==> src/rtl/r52_control.sv <==
// Fetch/execute sequencer for the R52 LMC datapath: PC, IR, field decode and
// per-instruction strobes for RAM1, RAM2, the Acc operand mux and Acc register.
module r52_control #(
  parameter int unsigned ADDR_WIDTH = 4,
  parameter int unsigned DATA_WIDTH = 12
) (
  input  logic                  timer555,
  input  logic                  reset_count,
  input  logic                  run,
  input  logic                  step,
  input  logic [DATA_WIDTH-1:0] ram1_data,
  input  logic                  Z_flag,
  input  logic                  PZ_flag,
  input  logic                  in_valid,
  input  logic                  out_ready,
  output logic [ADDR_WIDTH-1:0] ram1_addr,
  output logic [ADDR_WIDTH-1:0] ram2_addr,
  output logic                  ram2_we,
  output logic [1:0]            mux_sel,
  output logic                  acc_we,
  output logic                  in_ack,
  output logic                  out_valid,
  output logic                  halted,
  output logic [ADDR_WIDTH-1:0] pc,
  output logic [2:0]            state
);

  typedef enum logic [2:0] {
    S_IDLE     = 3'd0,
    S_FETCH    = 3'd1,
    S_OUT_WAIT = 3'd2,
    S_IN_WAIT  = 3'd3,
    S_EXEC     = 3'd4,
    S_HALT     = 3'd5
  } state_t;

  state_t                st, st_nxt;
  logic [DATA_WIDTH-1:0] ir, ir_nxt;
  logic [ADDR_WIDTH-1:0] pc_r, pc_nxt;
  logic                  take_branch;

  function automatic logic needs_input(input logic [DATA_WIDTH-1:0] w);
    return w[10] & (w[8:7] == 2'b00);
  endfunction

  assign take_branch = ir[6] | (ir[5] & Z_flag) | (ir[4] & PZ_flag);

  always_comb begin
    st_nxt = st;
    ir_nxt = ir;
    pc_nxt = pc_r;
    case (st)
      S_IDLE:
        if (run || step) st_nxt = S_FETCH;
      S_FETCH: begin
        ir_nxt = ram1_data;
        if (ram1_data == '0)            st_nxt = S_HALT;
        else if (ram1_data[9])          st_nxt = S_OUT_WAIT;
        else if (needs_input(ram1_data)) st_nxt = S_IN_WAIT;
        else                            st_nxt = S_EXEC;
      end
      S_OUT_WAIT:
        if (out_ready) st_nxt = needs_input(ir) ? S_IN_WAIT : S_EXEC;
      S_IN_WAIT:
        if (in_valid) st_nxt = S_EXEC;
      S_EXEC: begin
        pc_nxt = take_branch ? ir[ADDR_WIDTH-1:0] : pc_r + ADDR_WIDTH'(1);
        st_nxt = run ? S_FETCH : S_IDLE;
      end
      S_HALT:
        st_nxt = S_HALT;
      default:
        st_nxt = S_IDLE;
    endcase
  end

  // Outputs are registered from the next-state decode so each strobe is a clean
  // flop output that lines up exactly with the cycle its state is occupied.
  always_ff @(posedge timer555 or negedge reset_count) begin
    if (!reset_count) begin
      st        <= S_IDLE;
      ir        <= '0;
      pc_r      <= '0;
      ram2_we   <= 1'b0;
      acc_we    <= 1'b0;
      in_ack    <= 1'b0;
      out_valid <= 1'b0;
      halted    <= 1'b0;
      mux_sel   <= '0;
      ram2_addr <= '0;
    end else begin
      st        <= st_nxt;
      ir        <= ir_nxt;
      pc_r      <= pc_nxt;
      ram2_we   <= (st_nxt == S_EXEC) & ir_nxt[11];
      acc_we    <= (st_nxt == S_EXEC) & ir_nxt[10];
      in_ack    <= (st_nxt == S_EXEC) & needs_input(ir_nxt);
      out_valid <= (st_nxt == S_OUT_WAIT);
      halted    <= (st_nxt == S_HALT);
      if (st_nxt == S_EXEC || st_nxt == S_IN_WAIT) begin
        mux_sel   <= ir_nxt[8:7];
        ram2_addr <= ir_nxt[ADDR_WIDTH-1:0];
      end else begin
        mux_sel   <= '0;
        ram2_addr <= '0;
      end
    end
  end

  assign ram1_addr = pc_r;
  assign pc        = pc_r;
  assign state     = st;

endmodule

==> config.mk <==
export PLATFORM = sky130hd
export DESIGN_NAME = r52_control
export DESIGN_NICKNAME = d
export VERILOG_FILES = /design/src/rtl/r52_control.sv
export SDC_FILE = /design/constraint.sdc
export NUM_CORES = 1
export LEC_CHECK = 0
export CELL_PAD_IN_SITES_DETAIL_PLACEMENT = 1
export CELL_PAD_IN_SITES_GLOBAL_PLACEMENT = 1
export CORE_ASPECT_RATIO = 0.7
export CORE_UTILIZATION = 25
export CTS_CLUSTER_SIZE = 25
export DETAILED_ROUTE_END_ITERATION = 8
export GPL_ROUTABILITY_DRIVEN = 0
export PLACE_DENSITY_LB_ADDON = 0.25
export SLEW_MARGIN = 20
export SYNTH_ARGS = -nofsm -noshare
export SYNTH_HDL_FRONTEND = slang
export SYNTH_SLANG_ARGS = --single-unit
==> constraint.sdc <==
create_clock -name timer555 -period 1.5 [get_ports timer555]
set_input_delay 0.3 -clock timer555 [delete_from_list [all_inputs] [get_ports timer555]]
set_output_delay 0.3 -clock timer555 [all_outputs]
set_load 0.03 [all_outputs]
# [Word-level counts from Yosys, hierarchy flattened]
# Cells that the tools add are included.
[totals] regBits=30 input_bits=20 output_inout_bits=22 elab_cells=51
[op_classes] addsub=1 n_eq_ne=9 muxes=13 bitwise=10 reduce_logical=7
[ops] cell="3-bit two-way mux" count=7
[ops] cell="3-bit one-hot mux with 6 select lines" count=1
[ops] cell="3-bit by 2-bit == test with 1-bit output, second input constant" count=4
[ops] cell="3-bit == test, second input constant" count=4
[ops] cell="12-bit logical NOT" count=1
[ops] cell="12-bit two-way mux" count=1
[ops] cell="1-bit AND" count=8
[ops] cell="4-bit two-way mux" count=2
[ops] cell="2-bit logical NOT" count=3
[ops] cell="4-bit by 1-bit adder with 4-bit output, second input constant" count=1
[ops] cell="3-bit by 1-bit == test with 1-bit output, second input constant" count=1
[ops] cell="3-bit logical NOT" count=1
[ops] cell="1-bit logical OR" count=2
[ops] cell="2-bit two-way mux" count=1
[ops] cell="1-bit OR" count=2
[ops] cell="1-bit two-way mux" count=1

# [Depth between registers and ports, before layout]
[depth] ltp_word=9 depth_mapped=6 depth_no_buf=5

# [Worst setup path after synthesis]
# Ideal clock, no wire load.
[synth_path] kind="flip-flop to flip-flop" from="register st[1], in the netlist state[1]" to="register in_ack" setup_ps=120 arrival_ps=1734 required_time_ps=1380 setup_slack_ps=-354 stages_incl_launch_ff=7 path_buffers=1 period_less_slack_ps=1854 path_cell_list="dfrtp_1 > buf_2 > nand4bb_4 > nor4b_4 > and3b_4 > and3_4 > and3_1"
[synth_between] elab_chain_len=5 elab_cells_between_ends=15 classes_between="6 x eq/ne; 5 x mux; 2 x bitwise; 2 x reduce/logical"
[synth_lines] item="start, declared" line="37" source="state_t st, st_nxt;"
[synth_lines] item="start signal, assigned" line="92" source="st <= st_nxt;"
[synth_lines] item="branches (longest 4 deep; another with 3-bit one-hot mux with 6 select lines)"
[synth_lines] item="1-bit AND *" line="97" source="in_ack <= (st_nxt == S_EXEC) & needs_input(ir_nxt);"
[synth_lines] item="end signal, assigned" line="97"
[synth_lines] item="end, declared" line="21" source="output logic in_ack,"
# Every way passes the cells marked *.
# A chain may end at the register's enable or synchronous reset.

# [Final worst setup path]
[layout_path] from="input ram1_data[1]" to="register mux_sel[1]"
[layout_between] elab_chain_len=6 elab_cells_between_ends=7 classes_between="2 x eq/ne; 3 x mux; 2 x reduce/logical"
[layout_lines] item="start, declared" line="11" source="input logic [DATA_WIDTH-1:0] ram1_data,"
[layout_lines] item="12-bit logical NOT *" line="57" source="if (ram1_data == '0) st_nxt = S_HALT;"
[layout_lines] item="3-bit two-way mux *" line="57"
[layout_lines] item="3-bit one-hot mux with 6 select lines *" line="52" source="case (st)"
[layout_lines] item="3-bit == test / 3-bit by 2-bit == test with 1-bit output (equally long branches)" line="100" source="if (st_nxt == S_EXEC || st_nxt == S_IN_WAIT) begin"
[layout_lines] item="1-bit logical OR *" line="100"
[layout_lines] item="2-bit two-way mux *" line="100"
[layout_lines] item="end signal, assigned" line="101" source="mux_sel <= ir_nxt[8:7];"
[layout_lines] item="end, declared" line="19" source="output logic [1:0] mux_sel,"
# Mark *: on every way between the ends. The rest lies on a longest branch, timed or not.

==> flow_metrics.tcl <==
set metrics [dict create \
    status "finished with violations" \
    violations "negative setup slack" \
    synth_top_area_share_pct 51.6 \
    path_clk_slew_ps 60 \
    io_pins 42 \
    numCtsBuffers 5 \
    num_rows 22 \
    r2r-end "mux_sel[1]" \
    clk_latency_ps 290 \
    drcViolationCount 0 \
    crit_arrival_ps 1880 \
    synth_cell_type_count 38 \
    total_leakage_power_nw 1.04 \
    diodes 0 \
    synthFlopType "dfrtp_1" \
    setup_slack_ps -230 \
    endpoint "mux_sel[1]" \
    drive_above_1_share_pct 40.2 \
    synth.area.top_cells "dfrtp_1, mux2_2, nor3b_1" \
    max_cap_viol_count 0 \
    yosysSeqAreaShare_pct 51.6 \
    ir_worst_vdd_uv 713 \
    fin_util_pct 42.8 \
    grtUsageTotal_pct 14.7 \
    worstSetupEndpointType "flip-flop" \
    grt_max_degree 30 \
    synth_compound_area_share_pct 9.52 \
    htree_num_levels 2 \
    viasPerCell 4.46 \
    synth-xor-area-share_pct 0 \
    rsz0062_at_grt "yes" \
    worstRegToRegCells 5 \
    wirelength_mm 4.06 \
    setup-violations-final 11 \
    r2r_start "state[2]" \
    cts_tree "done" \
    gr-total-overflow 0 \
    die_x_um 91.6 \
    maxSlewViolCount 0 \
    cp.required_ps 1650 \
    start_util_pct 26.3 \
    design_area_mm2 0.00229 \
    fmax_mhz 578 \
    cp_cell_sequence "clkdlybuf4s50_1, nor4_4, a21oi_4, or2_4, a21oi_4, nor3b_1" \
    initialDrtViolationCount 10 \
    fillerInstances 593 \
    dp_slack_ps -618 \
    antenna_found_initial 0 \
    path_max_fanout 6 \
    synth-adder-area-share_pct 0.890 \
    vias 1165 \
    coreArea_mm2 0.00534 \
    synth-async-reset-ratio_pct 100 \
    syn_inst 119 \
    hold_class "in -> reg" \
    grt_pass1_wl_mm 6.41 \
    critPathMaxStageDelay_ps 460 \
    mappedNetlistArea_mm2 0.00141 \
    worstSetupPathType "in -> reg" \
    layout.nets 209 \
    wl_per_cell_um 15.6 \
    die_h_um 64.8 \
    path_common_cell "a21oi_4" \
    dr.pass1.iters 4 \
    syn_nets 140 \
    fin_crit_ps 1730 \
    synth_top_family_by_area "simple AND/OR/NAND/NOR gates" \
    start_kind "primary input" \
    yosys.area_share.simple_pct 24.1 \
    r2r_slack_ps -210 \
    yosys_warnings 0 \
    muxShareOfSynthArea_pct 9.52 \
    worst_slew_pin_slew_ps 385 \
    die-area_mm2 0.00593 \
    area_growth_syn_to_layout_pct 62.6 \
    ys_seq_elements 29 \
    cp-startpoint "ram1_data[1]" \
    power_density_mw_per_mm2 2160 \
    synth-edff-count 0 \
    clock_skew_ps 9.20 \
    cts_buffer_depth 2 \
    hpwl_mm 3.00 \
    slew-limit-headroom_pct 74.0 \
    finalPower_mw 4.93 \
    yosysTopAreaCell "dfrtp_1" \
    syn_area_per_cell_um2 11.8 \
    port_buffers 41 \
    slowest_stage "clkdlybuf4s50_1" \
    ant_nets 0 \
    min_period_over_period_pct 115 \
    cts.sinks 29 \
    dpl_cell_area_mm2 0.00206 \
    hold_viol 0 \
    clk_root_buffer_cell "clkbuf_8" \
    grt_pass1_vias 1248 \
]
[cells by family after synthesis]
kind of cell,Yosys count
AND/OR/NAND/NOR,48
flip-flops,29
AO/OA/AOI/OAI,18
multiplexers,12
buffers and inverters,11
adder cells (fa/ha/maj),1
[critical path: cells and delay by family]
family | cells | cell delay [ps]
AND/OR/NAND/NOR | 3 | 760
AO/OA/AOI/OAI | 2 | 350
buffers and inverters | 1 | 460
[power by group]
group | switching, mW | total (mW) | internal [mW]
Combinational | 1.48 | 2.81 | 1.34
Sequential | 0.255 | 1.39 | 1.14
Clock | 0.310 | 0.724 | 0.414
Total | 2.04 | 4.93 | 2.89
[how the worst min path moves through the flow]
stage / start / endpoint / slack (ps) / cells after the start
4_1_cts: ram1_data[5] / ir[5] / 400 / 2
2_1_floorplan: reset_count / acc_we / 4 / 0
5_1_grt: ram1_data[0] / ir[0] / 380 / 2
6_report: ram1_data[0] / ir[0] / 380 / 2
3_5_place_dp: ir[11] / ir[11] / 490 / 1
3_3_place_gp: ir[11] / ir[11] / 490 / 1
[area by class of cell]
cell class | instances | area, um2 | area share [%]
Timing Repair Buffer | 68 | 601 | 26.3
Inverter | 5 | 18.8 | 0.821
Sequential cell | 29 | 729 | 31.9
Multi-Input combinational cell | 79 | 747 | 32.7
Clock buffer | 7 | 96.3 | 4.21
Clock inverter | 1 | 5.00 | 0.219
Tap cell | 72 | 90.1 | 3.94
[flip-flops by register name (all words and copies together) (netlist names)]
name / count
in_ack: 1
acc_we: 1
ir: 11
out_valid: 1
state: 3
halted: 1
pc: 4
mux_sel: 2
ram2_addr: 4
ram2_we: 1
[routing by layer]
| layer | share of wire, % | track usage (%) | vias up |
|---|---|---|---|
| met1 | 48 | 18.6 | 568 |
| met5 | 0 | 0 | - |
| met4 | 1.6 | 5.95 | 0 |
| li1 | - | - | 561 |
| met3 | 4.6 | 5.05 | 5 |
| met2 | 46 | 23.0 | 31 |
[cells in the mapped netlist, types with 2 or more instances]
cell,number
and2_1,2
inv_1,5
o21ai_1,2
a21oi_1,7
nor3_1,3
nor3b_1,8
mux2_1,5
and3_1,3
nand2b_1,2
nand3_1,5
nand3b_1,2
mux2_2,6
nor2_1,6
nor2b_1,2
o21ai_0,2
nand2_1,4
nor4_1,2
buf_4,5
dfrtp_1,29
[layout by cell type (no fill, tap or decap), drive strengths merged, types with 5 or more instances in the layout]
cell and instances:
a21oi 8, buf 29, clkbuf 7, clkdlybuf4s50 17
dfrtp 29, dlygate4sd2 18, inv 5, mux2 11
nand3 5, nor2 6, nor3b 9
[per-stage QoR]
step	hold WS [ps]	instances	TNS [ps]
after floorplan	4.41	119	-1070
after global placement	488	250	-7460
after CTS	401	261	-1710
final	377	261	-1890
after detailed placement	493	250	-7430
after global routing	380	261	-2430
[timing repair]
item | 4_1_cts | 5_1_grt
buffers inserted | 3 | 0
resized for setup | 33 | 21
pin swaps | 7 | 3
setup endpoints to repair | 32 | 23
hold buffers | 0 | 0
hold endpoints to repair | 0 | 0
Power figures use the tool's default switching activity.
